File: src/rtl/medium_matrix_transposer.sv
// Ping-pong frame transposer: row-major DIM x DIM frames in, column-major out.
// Optional macro MATRIX_TRANSPOSER_FRAME_CNT_EN adds frame_cnt and overflow_seen outputs.
module medium_matrix_transposer #(
  parameter int DATA_W = 4,
  parameter int DIM    = 4
) (
  input  logic              clk,
  input  logic              rst_n,
  input  logic              in_valid,
  input  logic [DATA_W-1:0] in_data,
  output logic              in_ready,
  output logic              out_valid,
  output logic [DATA_W-1:0] out_data,
  input  logic              out_ready,
  output logic              out_last
`ifdef MATRIX_TRANSPOSER_FRAME_CNT_EN
  ,
  output logic [15:0]       frame_cnt,
  output logic              overflow_seen
`endif
);

  localparam int AW    = $clog2(DIM);
  localparam int DEPTH = DIM * DIM;
  localparam logic [AW-1:0] LAST = AW'(DIM - 1);

  logic [AW-1:0]     wr_row, wr_col, rd_row, rd_col;
  logic              wr_bank, rd_bank;
  logic [1:0]        full;
  logic [DATA_W-1:0] mem [2][DEPTH];

  logic wr_fire, wr_done, rd_fire, rd_done;

  assign in_ready  = !full[wr_bank];
  assign out_valid = full[rd_bank];
  assign out_last  = out_valid && (rd_row == LAST) && (rd_col == LAST);
  assign out_data  = out_valid ? mem[rd_bank][{rd_row, rd_col}] : '0;

  assign wr_fire = in_valid && in_ready;
  assign wr_done = wr_fire && (wr_row == LAST) && (wr_col == LAST);
  assign rd_fire = out_valid && out_ready;
  assign rd_done = rd_fire && out_last;

  // Storage is intentionally unreset; a bank is only read after being fully written.
  always_ff @(posedge clk) begin
    if (wr_fire) begin
      mem[wr_bank][{wr_row, wr_col}] <= in_data;
    end
  end

  // Counters wrap naturally because DIM is a power of two.
  always_ff @(posedge clk or negedge rst_n) begin
    if (!rst_n) begin
      wr_row  <= '0;
      wr_col  <= '0;
      wr_bank <= 1'b0;
    end else if (wr_fire) begin
      wr_col <= wr_col + 1'b1;
      if (wr_col == LAST) begin
        wr_row <= wr_row + 1'b1;
      end
      if (wr_done) begin
        wr_bank <= ~wr_bank;
      end
    end
  end

  always_ff @(posedge clk or negedge rst_n) begin
    if (!rst_n) begin
      rd_row  <= '0;
      rd_col  <= '0;
      rd_bank <= 1'b0;
    end else if (rd_fire) begin
      rd_row <= rd_row + 1'b1;
      if (rd_row == LAST) begin
        rd_col <= rd_col + 1'b1;
      end
      if (rd_done) begin
        rd_bank <= ~rd_bank;
      end
    end
  end

  // Set and clear always target different banks, so both may land in one cycle.
  always_ff @(posedge clk or negedge rst_n) begin
    if (!rst_n) begin
      full <= 2'b00;
    end else begin
      if (wr_done) begin
        full[wr_bank] <= 1'b1;
      end
      if (rd_done) begin
        full[rd_bank] <= 1'b0;
      end
    end
  end

`ifdef MATRIX_TRANSPOSER_FRAME_CNT_EN
  always_ff @(posedge clk or negedge rst_n) begin
    if (!rst_n) begin
      frame_cnt     <= '0;
      overflow_seen <= 1'b0;
    end else begin
      if (rd_done) begin
        frame_cnt <= frame_cnt + 16'd1;
      end
      if (in_valid && !in_ready) begin
        overflow_seen <= 1'b1;
      end
    end
  end
`endif

endmodule

File: config.mk
export PLATFORM = sky130hd
export DESIGN_NAME = medium_matrix_transposer
export DESIGN_NICKNAME = d
export VERILOG_FILES = /design/src/rtl/medium_matrix_transposer.sv
export SDC_FILE = /design/constraint.sdc
export NUM_CORES = 1
export LEC_CHECK = 0
export BUFFER_PORTS_ARGS = -buffer_cell sky130_fd_sc_hd__clkbuf_2
export CAP_MARGIN = 20
export CORE_MARGIN = 3
export CORE_UTILIZATION = 62
export DETAILED_ROUTE_END_ITERATION = 7
export PLACE_DENSITY_LB_ADDON = 0.3
export SETUP_SLACK_MARGIN = 0.15
export SLEW_MARGIN = 5
export SYNTH_ARGS = -nofsm -noshare
export SYNTH_HDL_FRONTEND = slang
export SYNTH_SLANG_ARGS = --single-unit
File: constraint.sdc
create_clock -name clk -period 4.1 [get_ports clk]
set_input_delay 0.205 -clock clk [delete_from_list [all_inputs] [get_ports clk]]
set_output_delay 0.205 -clock clk [all_outputs]
set_load 0.1 [all_outputs]
==> metrics.yaml <==
status:
  status: "finished, final reports clean"
route:
  wl_um: 10400
  wire_per_inst_um: 22.6
  dr.pass1.iters: 4
  drt-vias-per-instance: 6.19
  vias: 2835
  drc_errors: 0
  first_iter_violations: 188
  ant_nets: 0
critical_path:
  timing_worst_setup_path_type: "flip-flop to primary output"
  crit_fanout: 14
  endpoint_kind: "primary output"
  crit_arrival_ns: 3.04
  start_kind: "flip-flop"
  crit_required_ns: 3.89
sta:
  finalCritPeriodShare_pct: 79.1
  timing.slew.headroom_pct: 55.0
  rsz0062_at_grt: "no"
  worst_slack_ns: 0.856
  fmax_mhz: 308
  setup_viol: 0
  worst_pin_slew_ns: 0.674
  fin_setup_tns_ns: 0
  fin_crit_ns: 3.24
  fin_worst_skew_ns: 0.00551
  fin_hold_ws_ns: 0.0264
  slew_viol_final: 0
  hold_violations: 0
final_layout:
  fillerInstances: 513
  antenna_cells: 0
  nNetsFinal: 355
  drive_above_1_share_pct: 24.3
  mostFrequentLayoutCells: "edfxtp_1, nor2_1, mux4_2"
  area_delta_synth_final_pct: 13.3
  mostFrequentLayoutCell: "edfxtp_1"
  layoutNonFillerInstCount: 458
logic_synthesis:
  ys.flop_type: "edfxtp_1"
  synth_edf_count: 128
  seq_area_frac_synth_pct: 72.3
  ys_ff_latch: 140
  synth_fp_nets: 330
  ys_types: 32
  synth-async-reset-ratio_pct: 8.57
  syn_avg_cell_area_um2: 18.4
  synth_area_um2: 5730
  syn_inst: 312
  yosys_warnings: 0
power:
  leakage_nw: 2.17
  finalPower_mw: 4.66
  cellPowerDensity_nw_per_um2: 718
  ir_worst_vdd_mv: 0.656
placement:
  numPortBuffers: 14
  gp_congestion: 0.796
  hpwl_um: 6550
  pre_cts_slack_ns: 1.15
  dp_cells: 424
grt:
  grt_max_degree: 34
  grt_usage_pct: 22.0
  antenna_found_initial: 0
  grt_pass1_wl_um: 16100
  overflow: 0
  grt_pass1_vias: 2915
clock_network:
  cts.sinks: 140
  cts_buffers: 17
  insertion_delay_ns: 0.52
  cts-root-buf: "clkbuf_8"
  ctsResizeCount: 0
  clk_path_buf_depth: 2
  path_clk_slew_ns: 0.06
  cts_tree: "built"
  htree_levels: 4
floorplan:
  die_area_um2: 10400
  initial_core_util_pct: 64.8
  num_rows: 34
  die_h_um: 102
  die_x_um: 102
  fp.coreArea_um2: 8850
  io_pins: 15
hold_path:
  min_path_type: "primary input to flip-flop"
run:
  maxCapViolCount: 0
==> cell type report <==
type                            instances  area (um2)  share of cell area [%]
Tap cell                              108         135                    2.08
Inverter                                5        18.8                   0.289
Sequential cell                       140        4150                    63.8
Clock buffer                           19         422                    6.49
Multi-Input combinational cell        154        1480                    22.8
Clock inverter                         13         174                    2.68
Timing Repair Buffer                   19         123                    1.89
==> path summary, 6_finish.rpt <==
check	to	from	slack, ns	cells after the start
max	out_data[2]	rd_col[0]	0.86	4
min	rd_col[0]	out_ready	0.03	3
max reg2reg	mem[1][14]	wr_bank	1.78	4
min reg2reg	wr_row[0]	wr_row[0]	0.53	1
max in group asynchronous	rd_bank	rst_n	3.73	2
min in group asynchronous	full[1]	rst_n	0.11	2
==> power by group <==
| part | switching [mW] | total, mW | internal, mW |
|---|---|---|---|
| clock network | 0.537 | 1.52 | 0.979 |
| logic | 0.870 | 1.34 | 0.469 |
| registers | 0.125 | 1.81 | 1.68 |
==> through the flow <==
| step | util [%] | area [um2] |
|---|---|---|
| floorplan | - | 5730 |
| global placement | 66.4 | 5870 |
| detailed placement | 66.4 | 5870 |
| CTS | 73.2 | 6480 |
| global route | 73.4 | 6500 |
| finish | 73.4 | 6500 |
==> sequential cells by signal (all words and copies together) (netlist names) <==
| name | count |
|---|---|
| full | 2 |
| mem | 128 |
| rd_bank | 1 |
| rd_col | 2 |
| rd_row | 2 |
| wr_bank | 1 |
| wr_col | 2 |
| wr_row | 2 |
==> kinds of logic after synthesis <==
group / Yosys count / synth area share, %
simple gates: 65 / 4.84
xor+xnor: 6 / 0.916
fa+ha+maj: 10 / 2.18
buf+inv: 18 / 1.90
mux: 54 / 15.6
compound gates: 19 / 2.27
flops: 140 / 72.3
==> critical path, stage by stage (launching register included) <==
cell,delay (ns)
dfrtp_1,0.77
mux4_2,0.59
a22o_1,0.23
a311oi_1,0.38
clkbuf_2,0.54
==> what timing repair did <==
action | CTS | global route
hold buffers | 1 | 0
buffers inserted | 0 | 0
endpoints found under the hold margin | 12 | 0
==> cells in the mapped netlist (2+ instances only) <==
| cell type | instances | area [um2] |
|---|---|---|
| a21oi_1 | 3 | 15.0 |
| and3_1 | 3 | 18.8 |
| buf_2 | 5 | 25.0 |
| buf_4 | 3 | 22.5 |
| buf_6 | 3 | 33.8 |
| dfrtp_1 | 12 | 300 |
| edfxtp_1 | 128 | 3840 |
| ha_1 | 10 | 125 |
| inv_1 | 5 | 18.8 |
| mux2_2 | 11 | 124 |
| mux2i_1 | 15 | 150 |
| mux4_2 | 27 | 608 |
| nand2_1 | 15 | 56.3 |
| nand2b_1 | 5 | 31.3 |
| nand3_1 | 3 | 15.0 |
| nor2_1 | 35 | 131 |
| nor2b_1 | 2 | 12.5 |
| o21ai_0 | 4 | 20.0 |
| o221ai_1 | 3 | 26.3 |
| o22ai_1 | 4 | 25.0 |
| xnor2_1 | 5 | 43.8 |
==> routing by layer <==
layer	track usage (%)	routed length [um]	vias up
met4	8.27	180	0
met5	0	0	-
met3	5.73	623	18
met2	33.5	5150	116
li1	-	-	1277
met1	31.0	4410	1424
(Power assumes the default switching activity.)
